**config.mk**
```make
export PLATFORM = sky130hd
export DESIGN_NAME = apb_uart_fifo
export DESIGN_NICKNAME = d
export VERILOG_FILES = /design/src/rtl/apb_uart_fifo_pkg.sv /design/src/rtl/uart_sync_fifo.sv /design/src/rtl/apb_uart_fifo.sv
export SDC_FILE = /design/constraint.sdc
export NUM_CORES = 1
export LEC_CHECK = 0
export CAP_MARGIN = 30
export CORE_ASPECT_RATIO = 1.25
export CORE_MARGIN = 3
export CORE_UTILIZATION = 60
export CTS_BUF_LIST = sky130_fd_sc_hd__clkbuf_8
export CTS_CLUSTER_DIAMETER = 120
export CTS_CLUSTER_SIZE = 25
export DETAILED_ROUTE_END_ITERATION = 10
export DONT_BUFFER_PORTS = 1
export GPL_TIMING_DRIVEN = 0
export PLACE_DENSITY = 0.79
export SYNTH_ARGS = -nofsm -noshare
export SYNTH_HDL_FRONTEND = slang
export SYNTH_SLANG_ARGS = --single-unit
```
**constraint.sdc**
```tcl
create_clock -name PCLK -period 3.8 [get_ports PCLK]
set_input_delay 0.76 -clock PCLK [delete_from_list [all_inputs] [get_ports PCLK]]
set_output_delay 0.76 -clock PCLK [all_outputs]
set_load 0.1 [all_outputs]
```
**src/rtl/apb_uart_fifo_pkg.sv**
```systemverilog
// apb_uart_fifo_pkg: register offsets, bit indices and FSM states for apb_uart_fifo
package apb_uart_fifo_pkg;
  localparam int unsigned OFF_TXDATA = 'h00;
  localparam int unsigned OFF_RXDATA = 'h04;
  localparam int unsigned OFF_STATUS = 'h08;
  localparam int unsigned OFF_CTRL = 'h0C;
  localparam int unsigned OFF_DIV = 'h10;
  localparam int unsigned OFF_IRQ_EN = 'h14;
  localparam int unsigned ST_TX_EMPTY = 0;
  localparam int unsigned ST_TX_FULL = 1;
  localparam int unsigned ST_RX_EMPTY = 2;
  localparam int unsigned ST_RX_FULL = 3;
  localparam int unsigned ST_TX_BUSY = 4;
  localparam int unsigned ST_OVERRUN = 5;
  localparam int unsigned ST_FRAME_ERR = 6;
  localparam int unsigned ST_PARITY_ERR = 7;
  localparam int unsigned CT_TX_EN = 0;
  localparam int unsigned CT_RX_EN = 1;
  localparam int unsigned CT_PAR_EN = 2;
  localparam int unsigned CT_PAR_ODD = 3;
  localparam int unsigned CT_TWO_STOP = 4;
  localparam logic [4:0] CTRL_RESET = 5'h03;
  typedef enum logic [2:0] {TX_IDLE, TX_START, TX_DATA, TX_PARITY, TX_STOP} tx_state_e;
  typedef enum logic [2:0] {RX_IDLE, RX_START, RX_DATA, RX_PARITY, RX_STOP} rx_state_e;
endpackage

```
**src/rtl/uart_sync_fifo.sv**
```systemverilog
// uart_sync_fifo: synchronous FIFO with wrap-bit pointers; push on full succeeds when a pop coincides
module uart_sync_fifo #(
  parameter int WIDTH = 8,
  parameter int DEPTH = 8
) (
  input  logic                     clk,
  input  logic                     rst_n,
  input  logic                     push,
  input  logic                     pop,
  input  logic [WIDTH-1:0]         din,
  output logic [WIDTH-1:0]         dout,
  output logic                     full,
  output logic                     empty,
  output logic [$clog2(DEPTH):0]   count
);
  localparam int AW = $clog2(DEPTH);
  logic [WIDTH-1:0] mem_q [DEPTH];
  logic [AW:0] wr_q, wr_d, rd_q, rd_d;
  logic do_push, do_pop;
  assign empty = wr_q == rd_q;
  assign full = wr_q == {~rd_q[AW], rd_q[AW-1:0]};
  assign count = wr_q - rd_q;
  assign dout = mem_q[rd_q[AW-1:0]];
  always_comb begin
    do_pop = pop & ~empty;
    do_push = push & (~full | do_pop);
    wr_d = wr_q + {{AW{1'b0}}, do_push};
    rd_d = rd_q + {{AW{1'b0}}, do_pop};
  end
  always_ff @(posedge clk) begin
    if (!rst_n) begin
      wr_q <= '0;
      rd_q <= '0;
    end else begin
      wr_q <= wr_d;
      rd_q <= rd_d;
    end
  end
  always_ff @(posedge clk) begin
    if (do_push) mem_q[wr_q[AW-1:0]] <= din;
  end
endmodule

```
**src/rtl/apb_uart_fifo.sv**
```systemverilog
// apb_uart_fifo: APB UART with TX/RX FIFOs, programmable divisor, parity, sticky errors and irq
module apb_uart_fifo import apb_uart_fifo_pkg::*; #(
  parameter int APB_DATA_WIDTH = 32,
  parameter int APB_ADDR_WIDTH = 8,
  parameter int FIFO_DEPTH = 8,
  parameter int DIV_WIDTH = 16,
  parameter logic [DIV_WIDTH-1:0] DEFAULT_DIV = 16'd868
) (
  input  logic                      PCLK,
  input  logic                      PRESETn,
  input  logic                      PSELx,
  input  logic                      PENABLE,
  input  logic                      PWRITE,
  input  logic [APB_ADDR_WIDTH-1:0] PADDR,
  input  logic [APB_DATA_WIDTH-1:0] PWDATA,
  output logic [APB_DATA_WIDTH-1:0] PRDATA,
  output logic                      PREADY,
  output logic                      PSLVERR,
  input  logic                      RX,
  output logic                      Tx,
  output logic                      irq
);
  localparam int CW = $clog2(FIFO_DEPTH) + 1;
  logic acc, sel_tx, sel_rx, sel_st, sel_ctrl, sel_div, sel_ien, bad, wr_ok, rd_ok;
  logic tx_push, tx_pop, tx_full, tx_empty, rx_push, rx_pop, rx_full, rx_empty;
  logic [7:0] tx_dout, rx_dout, status, ien_q, ien_d;
  logic [CW-1:0] tx_level, rx_level;
  logic [APB_DATA_WIDTH-1:0] rdata;
  logic [4:0] ctrl_q, ctrl_d;
  logic [DIV_WIDTH-1:0] div_q, div_d, wdiv;
  logic [2:0] err_q, err_d, err_ev;
  logic irq_q, irq_d;
  tx_state_e tx_st_q, tx_st_d;
  logic [DIV_WIDTH-1:0] tx_cnt_q, tx_cnt_d, tx_div_q, tx_div_d;
  logic [2:0] tx_bit_q, tx_bit_d;
  logic [7:0] tx_sh_q, tx_sh_d;
  logic tx_par_q, tx_par_d, tx_pen_q, tx_pen_d, tx_two_q, tx_two_d, tx_stp_q, tx_stp_d, tx_q, tx_d, tx_tick;
  rx_state_e rx_st_q, rx_st_d;
  logic [2:0] rx_sync_q, rx_sync_d;
  logic [DIV_WIDTH-1:0] rx_cnt_q, rx_cnt_d, rx_div_q, rx_div_d;
  logic [2:0] rx_bit_q, rx_bit_d;
  logic [7:0] rx_sh_q, rx_sh_d;
  logic rx_pen_q, rx_pen_d, rx_podd_q, rx_podd_d, rx_perr_q, rx_perr_d, rx_tick, rx_s2, rx_prev;
  logic unused_levels;
  assign unused_levels = ^{tx_level, rx_level, PWDATA};
  assign Tx = tx_q;
  assign irq = irq_q;
  assign rx_s2 = rx_sync_q[1];
  assign rx_prev = rx_sync_q[2];
  uart_sync_fifo #(.WIDTH(8), .DEPTH(FIFO_DEPTH)) u_tx_fifo (
    .clk(PCLK), .rst_n(PRESETn), .push(tx_push), .pop(tx_pop), .din(PWDATA[7:0]),
    .dout(tx_dout), .full(tx_full), .empty(tx_empty), .count(tx_level)
  );
  uart_sync_fifo #(.WIDTH(8), .DEPTH(FIFO_DEPTH)) u_rx_fifo (
    .clk(PCLK), .rst_n(PRESETn), .push(rx_push), .pop(rx_pop), .din(rx_sh_q),
    .dout(rx_dout), .full(rx_full), .empty(rx_empty), .count(rx_level)
  );
  always_comb begin
    acc = PSELx & PENABLE;
    sel_tx = PADDR == APB_ADDR_WIDTH'(OFF_TXDATA);
    sel_rx = PADDR == APB_ADDR_WIDTH'(OFF_RXDATA);
    sel_st = PADDR == APB_ADDR_WIDTH'(OFF_STATUS);
    sel_ctrl = PADDR == APB_ADDR_WIDTH'(OFF_CTRL);
    sel_div = PADDR == APB_ADDR_WIDTH'(OFF_DIV);
    sel_ien = PADDR == APB_ADDR_WIDTH'(OFF_IRQ_EN);
    bad = ~(sel_tx | sel_rx | sel_st | sel_ctrl | sel_div | sel_ien) |
          (PWRITE ? (sel_rx | (sel_tx & tx_full & ~tx_pop)) : (sel_tx | (sel_rx & rx_empty)));
    wr_ok = acc & PWRITE & ~bad;
    rd_ok = acc & ~PWRITE & ~bad;
    tx_push = wr_ok & sel_tx;
    rx_pop = rd_ok & sel_rx;
    status = '0;
    status[ST_TX_EMPTY] = tx_empty;
    status[ST_TX_FULL] = tx_full;
    status[ST_RX_EMPTY] = rx_empty;
    status[ST_RX_FULL] = rx_full;
    status[ST_TX_BUSY] = tx_st_q != TX_IDLE;
    status[ST_OVERRUN] = err_q[0];
    status[ST_FRAME_ERR] = err_q[1];
    status[ST_PARITY_ERR] = err_q[2];
    rdata = sel_rx ? APB_DATA_WIDTH'(rx_dout) :
            sel_st ? APB_DATA_WIDTH'(status) :
            sel_ctrl ? APB_DATA_WIDTH'(ctrl_q) :
            sel_div ? APB_DATA_WIDTH'(div_q) :
            sel_ien ? APB_DATA_WIDTH'(ien_q) : '0;
    PREADY = acc;
    PSLVERR = acc & bad;
    PRDATA = rd_ok ? rdata : '0;
    wdiv = PWDATA[DIV_WIDTH-1:0];
    ctrl_d = (wr_ok & sel_ctrl) ? PWDATA[4:0] : ctrl_q;
    div_d = (wr_ok & sel_div) ? ((wdiv < DIV_WIDTH'(4)) ? DIV_WIDTH'(4) : wdiv) : div_q;
    ien_d = (wr_ok & sel_ien) ? PWDATA[7:0] : ien_q;
    err_d = (err_q & ~((wr_ok & sel_st) ? PWDATA[ST_PARITY_ERR:ST_OVERRUN] : 3'b0)) | err_ev;
    irq_d = |(status & ien_q);
  end
  always_comb begin
    tx_st_d = tx_st_q;
    tx_cnt_d = tx_cnt_q + DIV_WIDTH'(1);
    tx_div_d = tx_div_q;
    tx_bit_d = tx_bit_q;
    tx_sh_d = tx_sh_q;
    tx_par_d = tx_par_q;
    tx_pen_d = tx_pen_q;
    tx_two_d = tx_two_q;
    tx_stp_d = tx_stp_q;
    tx_d = tx_q;
    tx_pop = 1'b0;
    tx_tick = tx_cnt_q == tx_div_q - DIV_WIDTH'(1);
    unique case (tx_st_q)
      TX_IDLE: begin
        tx_cnt_d = '0;
        tx_d = 1'b1;
        if (ctrl_q[CT_TX_EN] && !tx_empty) begin
          tx_pop = 1'b1;
          tx_st_d = TX_START;
          tx_sh_d = tx_dout;
          tx_div_d = div_q;
          tx_par_d = ^tx_dout ^ ctrl_q[CT_PAR_ODD];
          tx_pen_d = ctrl_q[CT_PAR_EN];
          tx_two_d = ctrl_q[CT_TWO_STOP];
          tx_d = 1'b0;
        end
      end
      TX_START: if (tx_tick) begin
        tx_cnt_d = '0;
        tx_bit_d = '0;
        tx_st_d = TX_DATA;
        tx_d = tx_sh_q[0];
      end
      TX_DATA: if (tx_tick) begin
        tx_cnt_d = '0;
        tx_bit_d = tx_bit_q + 3'd1;
        tx_sh_d = tx_sh_q >> 1;
        tx_d = tx_sh_q[1];
        if (tx_bit_q == 3'd7) begin
          tx_st_d = tx_pen_q ? TX_PARITY : TX_STOP;
          tx_d = tx_pen_q ? tx_par_q : 1'b1;
          tx_stp_d = 1'b0;
        end
      end
      TX_PARITY: if (tx_tick) begin
        tx_cnt_d = '0;
        tx_st_d = TX_STOP;
        tx_stp_d = 1'b0;
        tx_d = 1'b1;
      end
      TX_STOP: if (tx_tick) begin
        tx_cnt_d = '0;
        tx_stp_d = 1'b1;
        tx_st_d = (tx_two_q && !tx_stp_q) ? TX_STOP : TX_IDLE;
      end
      default: tx_st_d = TX_IDLE;
    endcase
  end
  always_comb begin
    rx_sync_d = {rx_sync_q[1:0], RX};
    rx_st_d = rx_st_q;
    rx_cnt_d = rx_cnt_q + DIV_WIDTH'(1);
    rx_div_d = rx_div_q;
    rx_bit_d = rx_bit_q;
    rx_sh_d = rx_sh_q;
    rx_pen_d = rx_pen_q;
    rx_podd_d = rx_podd_q;
    rx_perr_d = rx_perr_q;
    rx_push = 1'b0;
    err_ev = '0;
    rx_tick = rx_cnt_q == rx_div_q - DIV_WIDTH'(1);
    unique case (rx_st_q)
      RX_IDLE: begin
        rx_cnt_d = '0;
        if (ctrl_q[CT_RX_EN] && rx_prev && !rx_s2) begin
          rx_st_d = RX_START;
          rx_div_d = div_q;
          rx_pen_d = ctrl_q[CT_PAR_EN];
          rx_podd_d = ctrl_q[CT_PAR_ODD];
          rx_perr_d = 1'b0;
        end
      end
      RX_START: if (rx_cnt_q == (rx_div_q >> 1) - DIV_WIDTH'(1)) begin
        rx_cnt_d = '0;
        rx_bit_d = '0;
        rx_st_d = rx_s2 ? RX_IDLE : RX_DATA;
      end
      RX_DATA: if (rx_tick) begin
        rx_cnt_d = '0;
        rx_sh_d = {rx_s2, rx_sh_q[7:1]};
        rx_bit_d = rx_bit_q + 3'd1;
        if (rx_bit_q == 3'd7) rx_st_d = rx_pen_q ? RX_PARITY : RX_STOP;
      end
      RX_PARITY: if (rx_tick) begin
        rx_cnt_d = '0;
        rx_perr_d = ^{rx_sh_q, rx_s2, rx_podd_q};
        rx_st_d = RX_STOP;
      end
      RX_STOP: if (rx_tick) begin
        rx_cnt_d = '0;
        rx_st_d = RX_IDLE;
        rx_push = rx_s2 & (~rx_full | rx_pop);
        err_ev = rx_s2 ? {rx_perr_q, 1'b0, rx_full & ~rx_pop} : 3'b010;
      end
      default: rx_st_d = RX_IDLE;
    endcase
  end
  always_ff @(posedge PCLK) begin
    if (!PRESETn) begin
      ctrl_q <= CTRL_RESET;
      div_q <= DEFAULT_DIV;
      ien_q <= '0;
      err_q <= '0;
      irq_q <= 1'b0;
      tx_st_q <= TX_IDLE;
      tx_cnt_q <= '0;
      tx_div_q <= DEFAULT_DIV;
      tx_bit_q <= '0;
      tx_sh_q <= '0;
      tx_par_q <= 1'b0;
      tx_pen_q <= 1'b0;
      tx_two_q <= 1'b0;
      tx_stp_q <= 1'b0;
      tx_q <= 1'b1;
      rx_st_q <= RX_IDLE;
      rx_sync_q <= 3'b111;
      rx_cnt_q <= '0;
      rx_div_q <= DEFAULT_DIV;
      rx_bit_q <= '0;
      rx_sh_q <= '0;
      rx_pen_q <= 1'b0;
      rx_podd_q <= 1'b0;
      rx_perr_q <= 1'b0;
    end else begin
      ctrl_q <= ctrl_d;
      div_q <= div_d;
      ien_q <= ien_d;
      err_q <= err_d;
      irq_q <= irq_d;
      tx_st_q <= tx_st_d;
      tx_cnt_q <= tx_cnt_d;
      tx_div_q <= tx_div_d;
      tx_bit_q <= tx_bit_d;
      tx_sh_q <= tx_sh_d;
      tx_par_q <= tx_par_d;
      tx_pen_q <= tx_pen_d;
      tx_two_q <= tx_two_d;
      tx_stp_q <= tx_stp_d;
      tx_q <= tx_d;
      rx_st_q <= rx_st_d;
      rx_sync_q <= rx_sync_d;
      rx_cnt_q <= rx_cnt_d;
      rx_div_q <= rx_div_d;
      rx_bit_q <= rx_bit_d;
      rx_sh_q <= rx_sh_d;
      rx_pen_q <= rx_pen_d;
      rx_podd_q <= rx_podd_d;
      rx_perr_q <= rx_perr_d;
    end
  end
endmodule
```
==> impl_metrics.json, run 1 <==
{
  "cts.sinks": 280,
  "cp-start-kind": "flip-flop",
  "placed_area_um2": 14150,
  "portBuffers": 0,
  "synthesis.instances": 1299,
  "critPathKind": "reg2out",
  "grt_usage_pct": 25.66,
  "path_max_fanout": 9,
  "register_area_um2": 6893,
  "synth.distinct_cells": 73,
  "critPathCaptureType": "output pin",
  "multi_input_area_um2": 6430,
  "worst_skew_pair.late_latency_ps": 570,
  "drv_cap": 0,
  "powerDensity_nw_per_um2": 360.6,
  "slew_headroom_pct": 32.56,
  "cts_root_buffer": "clkbuf_8",
  "power.total_mw": 5.315,
  "nets": 1415,
  "grt_overflow": 0,
  "fp.dieW_um": 140.3,
  "clock.fmax_ghz": 0.2659,
  "clockBufferDepth": 3,
  "initial_utilization_pct": 61.88,
  "via_per_inst": 6.088,
  "ys_seq_area_share_pct": 50.94,
  "fin_area_um2": 14740,
  "drt_pre_antenna_iters": 5,
  "pin_count": 82,
  "arrival_ps": 3000,
  "final_antenna_net_count": 0,
  "syn_area_um2": 13520,
  "drive_above_1_share_pct": 12.07,
  "rows": 60,
  "fin_crit_sh_pct": 98.97,
  "cts.clk_slew.worst_paths_ps": 150,
  "synthFlopType": "dfxtp_1",
  "async_flop_share_pct": 0,
  "synth_edf_count": 128,
  "slew_violations": 0,
  "rsz0062_at_grt": "true",
  "syn_avg_cell_area_um2": 10.41,
  "synth_top_area_cell": "edfxtp_1",
  "grt_pass1_wl_um": 51010,
  "power_leakage_nw": 4.975,
  "ys_seq_elements": 280,
  "areaGrowthSynthToFinish_pct": 9.025,
  "crit_required_ps": 3040,
  "die-area_um2": 24380,
  "final_hold_viol_count": 0,
  "fin_crit_ps": 3761,
  "cts_hold_buffers": 0,
  "worst_slew_pin_slew_ps": 1008,
  "antenna_found_initial": 1,
  "place_congestion": 0.9271,
  "synth_top_area_share_pct": 28.43,
  "htreeDepth": 1,
  "drc": 0,
  "yosysWarnings": 0,
  "hold_class": "in2reg",
  "grt_max_degree": 27,
  "synth_top_cells_by_area": "edfxtp_1 28%, dfxtp_1 23%, nand2_1 4.8%",
  "setup_viol": 0,
  "place_hpwl_um": 23000,
  "cts_buffers": 15,
  "drtIter0Drc": 812,
  "core-area_um2": 21850,
  "clock_skew_ps": 40.16,
  "fp.dieH_um": 173.8,
  "vdd_drop_max_mv": 0.4096,
  "status": "complete, no violations",
  "vias": 9978,
  "routedWlPerCell_um": 19.49,
  "drt_wl_total_um": 31950,
  "nFillCells": 1686,
  "first_global_vias": 9763,
  "cts_tree": "built"
}
==> layout by cell type, fill, tap and decap left out, types with 27 or more instances in the layout <==
master    count
o21ai_0      29
mux4_2       28
xnor2_1      62
dfxtp_1     149
inv_1        28
nor4_1       27
clkbuf_1     59
edfxtp_1    128
nand3_1      48
xor2_1       55
a21oi_1      63
nor2_1       97
buf_4        34
nand2_1     172
mux2i_1      55
==> Yosys cell counts (all sizes together) (4+ instances only) <==
| cell type | number |
|---|---|
| a211oi | 13 |
| a21oi | 67 |
| a221oi | 4 |
| a22oi | 4 |
| a31oi | 9 |
| and2 | 21 |
| and3 | 14 |
| and4 | 5 |
| buf | 30 |
| clkbuf | 63 |
| dfxtp | 152 |
| edfxtp | 128 |
| ha | 17 |
| inv | 22 |
| mux2i | 55 |
| mux4 | 28 |
| nand2 | 173 |
| nand2b | 17 |
| nand3 | 48 |
| nand3b | 5 |
| nand4 | 12 |
| nor2 | 106 |
| nor2b | 7 |
| nor3 | 26 |
| nor3b | 7 |
| nor4 | 34 |
| nor4b | 4 |
| o211ai | 10 |
| o21a | 5 |
| o21ai | 29 |
| o22ai | 4 |
| o311ai | 4 |
| o31ai | 8 |
| or3 | 9 |
| or4 | 4 |
| xnor2 | 62 |
| xor2 | 58 |
==> path summary, 6_finish.rpt <==
check	from	end	slack (ps)	depth (start not counted)
min reg2reg	rx_sync_q[0]$_SDFF_PN1_	rx_sync_q[1]$_SDFF_PN1_	420	1
max	u_rx_fifo.rd_q[1]$_SDFF_PN0_	PRDATA[5]	40	5
max reg2reg	rx_div_q[1]$_SDFFE_PN0P_	u_rx_fifo.mem_q[1][4]$_DFFE_PP_	40	12
min	PWDATA[6]	u_tx_fifo.mem_q[6][6]$_DFFE_PP_	280	0
==> metrics by stage <==
step,TNS [ps],instances,setup WS (ps),utilization (%),hold slack [ps]
detailed placement,-55380,1603,-794.4,64.78,394.0
CTS,-3.073,1627,-3.073,66.73,246.1
global route,-4048,1639,-130.6,67.46,242.5
floorplan,-2982,1314,-360.7,-,386.3
global placement,-53240,1593,-961.8,63.93,394.1
finish,0,1639,39.22,67.46,276.4
==> cell type report <==
cell class / instances / share of cell area [%]
Antenna cell: 1 / 0.01698
Buffer: 91 / 3.014
Clock buffer: 15 / 1.401
Clock inverter: 9 / 0.4330
Inverter: 23 / 0.5858
Multi-Input combinational cell: 918 / 43.63
Sequential cell: 280 / 46.77
Tap cell: 279 / 2.369
Timing Repair Buffer: 23 / 1.783
==> report_power, final <==
| group | leakage [nW] | total (mW) | internal, mW | switching [mW] |
|---|---|---|---|---|
| Combinational | 2.42 | 0.712 | 0.267 | 0.445 |
| Clock | 0.157 | 1.32 | 0.392 | 0.932 |
| Sequential | 2.40 | 3.28 | 3.19 | 0.0890 |
| Total | 4.97 | 5.31 | 3.85 | 1.47 |
==> kinds of logic after synthesis <==
| kind of cell | count (synthesis) | synth area share (%) |
|---|---|---|
| adders and majority gates | 17 | 1.573 |
| xor gates and xnor gates | 121 | 7.942 |
| and+or+nand+nor | 497 | 18.17 |
| other | 1 | 0.02774 |
| DFF | 280 | 50.94 |
| muxes | 86 | 8.987 |
| AOI/OAI and AO/OA | 181 | 8.525 |
| buffers and inverters | 116 | 3.832 |
==> critical path: stages (launching register included) <==
cell,delay [ps]
dfxtp_1,370
buf_4,210
xor2_2,200
o41ai_2,140
a2111o_2,650
nor3_4,870
==> what timing repair did <==
action                                  CTS  global route
gates resized for setup                  45            22
setup buffers                             2            11
cloned                                    0             0
pin swaps                                 6            10
endpoints found under the setup margin   81            94
==> flip-flops by register name (all words and copies together), names as in the netlist, 3 cells and up <==
| name | flops |
|---|---|
| tx_st_q | 3 |
| ien_q | 8 |
| err_q | 3 |
| div_q | 16 |
| ctrl_q | 5 |
| tx_div_q | 16 |
| u_tx_fifo.rd_q | 4 |
| tx_cnt_q | 16 |
| rx_cnt_q | 16 |
| tx_sh_q | 8 |
| rx_bit_q | 3 |
| u_tx_fifo.wr_q | 4 |
| tx_bit_q | 3 |
| rx_sync_q | 3 |
| u_rx_fifo.mem_q | 64 |
| rx_sh_q | 8 |
| u_rx_fifo.wr_q | 4 |
| u_tx_fifo.mem_q | 64 |
| u_rx_fifo.rd_q | 4 |
| rx_div_q | 16 |
| rx_st_q | 3 |
==> layer usage <==
| layer | vias to the layer above | global-route usage [%] | wire, µm |
|---|---|---|---|
| met1 | 4817 | 33.79 | 13060 |
| met3 | 80 | 3.725 | 1990 |
| met2 | 347 | 44.29 | 15950 |
| met5 | - | 0 | 0 |
| li1 | 4734 | - | - |
| met4 | 0 | 7.310 | 943 |
(Power assumes the default switching activity.)
==> run 2, diff against run 1 <==
--- a/config.mk
+++ b/config.mk
@@ -8,14 +8,14 @@
 export CAP_MARGIN = 30
 export CORE_ASPECT_RATIO = 1.25
 export CORE_MARGIN = 3
-export CORE_UTILIZATION = 60
+export CORE_UTILIZATION = 40
 export CTS_BUF_LIST = sky130_fd_sc_hd__clkbuf_8
 export CTS_CLUSTER_DIAMETER = 120
 export CTS_CLUSTER_SIZE = 25
 export DETAILED_ROUTE_END_ITERATION = 10
 export DONT_BUFFER_PORTS = 1
 export GPL_TIMING_DRIVEN = 0
-export PLACE_DENSITY = 0.79
+export SETUP_SLACK_MARGIN = 0.15
 export SYNTH_ARGS = -nofsm -noshare
 export SYNTH_HDL_FRONTEND = slang
 export SYNTH_SLANG_ARGS = --single-unit
==> run 2 against run 1 <==
Effect of this change:
- highest routed layer is now met5
- clock power is 3% higher
- worst hold slack worse by 20 ps
- final cell count is 9.0% higher
- critical path type is now in2out
- clock skew is 12 ps higher
==> impl_metrics.json, run 2 (synthesis results as in run 1) <==
{
  "drt_wl_total_um": 33300,
  "worst_skew_pair.late_latency_ps": 580,
  "cts.clk_slew.worst_paths_ps": 170,
  "via_per_inst": 5.476,
  "slew_headroom_pct": 31.37,
  "grt_pass1_wl_um": 52290,
  "power.total_mw": 5.358,
  "fp.dieH_um": 211.5,
  "place_congestion": 0.8807,
  "status": "complete, no violations",
  "initial_utilization_pct": 41.01,
  "cts_buffers": 15,
  "nets": 1422,
  "arrival_ps": 2990,
  "cts_hold_buffers": 0,
  "pin_count": 82,
  "final_hold_viol_count": 0,
  "reg2reg_to": "u_rx_fifo.mem_q[1][4]$_DFFE_PP_",
  "core-area_um2": 32960,
  "rsz0062_at_grt": "true",
  "cts_tree": "built",
  "slew_violations": 0,
  "first_global_vias": 9410,
  "cts_root_buffer": "clkbuf_8",
  "grt_overflow": 0,
  "setup_viol": 0,
  "critPathCaptureType": "output pin",
  "vdd_drop_max_mv": 0.2172,
  "clock.fmax_ghz": 0.2663,
  "areaGrowthSynthToFinish_pct": 11.35,
  "worst_slew_pin_slew_ps": 1026,
  "grt_use_met3_pct": 3.437,
  "rows": 74,
  "hold_class": "in2reg",
  "grt_most_used_layer": "met2",
  "htreeDepth": 1,
  "r2r.worst_path.cells": 13,
  "grt_max_degree": 27,
  "drive_above_1_share_pct": 14.04,
  "final_common_cell": "nand2_1",
  "clock_skew_ps": 52.27,
  "fin_crit_sh_pct": 98.81,
  "placed_area_um2": 14250,
  "setup_ws_ps": 45.20,
  "drtIter0Drc": 619,
  "dp.cells": 1734,
  "final_antenna_net_count": 0,
  "cts.sinks": 280,
  "cp-start-kind": "primary input",
  "path_max_fanout": 6,
  "drc": 0,
  "final_cell_mix": "172 x nand2_1, 147 x dfxtp_1, 128 x edfxtp_1",
  "use_met2_pct": 30.89,
  "die-area_um2": 36050,
  "fin_crit_ps": 3755,
  "rrSetupSlack_ps": 280,
  "clockBufferDepth": 3,
  "drt_pre_antenna_iters": 7,
  "place_worst_setup_slack_ps": -618.4,
  "power_leakage_nw": 5.062,
  "crit_required_ps": 3040,
  "nFillCells": 3116,
  "grt_usage_pct": 18.19,
  "reg2reg_from": "rx_div_q[0]$_SDFFE_PN0P_",
  "final_cells": 1787,
  "critPathKind": "in2out",
  "portBuffers": 0,
  "hp-start": "PWDATA[1]",
  "antenna_found_initial": 2,
  "min_to": "u_tx_fifo.mem_q[2][1]$_DFFE_PP_",
  "hold_depth": 0,
  "routedWlPerCell_um": 18.63,
  "drv_cap": 0,
  "place_hpwl_um": 23850,
  "grtUsageMet1_pct": 24.06,
  "fp.dieW_um": 170.4,
  "powerDensity_nw_per_um2": 356.0,
  "vias": 9785,
  "fin_area_um2": 15050
}
[run 2: cell types whose count changed in the layout (fill, tap and decap cells not counted), moves of 4 or more]
| cell | before | now |
|---|---|---|
| o21ai_0 | 29 | 25 |
| clkbuf_1 | 59 | 54 |
| buf_16 | 4 | 0 |
| buf_4 | 34 | 48 |
[run 2: critical path, stage by stage]
cell     delay [ps]
or4_4           550
or2_4           280
or3_4           390
nor2_1          120
a21oi_1          60
a21oi_1         200
a31oi_2         100
nor2_4          530
[run 2: how the worst max path moves through the flow]
stage | from | to | slack, ps | cells past startpoint
3_3_place_gp | PADDR[0] | u_rx_fifo.mem_q[6][4]$_DFFE_PP_ | -520 | 8
3_5_place_dp | PADDR[0] | u_rx_fifo.mem_q[3][4]$_DFFE_PP_ | -620 | 8
5_1_grt | PADDR[0] | PRDATA[2] | 30 | 8
6_report | PADDR[0] | PRDATA[2] | 50 | 8
2_1_floorplan | PADDR[0] | PRDATA[10] | 140 | 6
4_1_cts | PADDR[0] | PRDATA[7] | 80 | 5
[run 2: per-layer routing]
metal  vias to the layer above  wire (µm)
met5                         -         12
met4                         2        752
met3                        46       1947
met2                       228      16170
met1                      4765      14410
li1                       4744          -
[run 2: what timing repair did]
item / 4_1_cts / 5_1_grt
endpoints found under the setup margin: 92 / 96
setup buffers: 16 / 11
cloned: 0 / 0
resized for setup: 71 / 25
pin swaps: 17 / 19
[run 2: per-stage QoR]
step | hold WS [ps] | utilization (%) | TNS, ps
4_1_cts | 225.9 | 45.19 | 0
6_report | 256.7 | 45.67 | 0
3_3_place_gp | 392.8 | 43.19 | -39310
2_1_floorplan | 386.3 | - | 0
3_5_place_dp | 395.4 | 43.23 | -40270
5_1_grt | 214.3 | 45.67 | 0
[run 2: report_power, final]
part           leakage (nW)  switching (mW)  internal, mW
Sequential             2.40          0.0911          3.19
Combinational          2.51           0.452         0.267
Clock                 0.158           0.966         0.392
Total                  5.06            1.51          3.85
[run 2: layout make-up]
cell class | instances | area (µm²) | area share, %
flip-flops and latches | 280 | 6893 | 45.79
multi-input cells | 918 | 6576 | 43.69
well taps | 418 | 523.0 | 3.475
plain buffers | 92 | 481.7 | 3.200
repair buffers | 29 | 221.5 | 1.471
clock buffers | 15 | 206.4 | 1.372
inverters | 23 | 86.33 | 0.5736
clock inverters | 11 | 61.31 | 0.4073
diodes | 1 | 2.502 | 0.01663
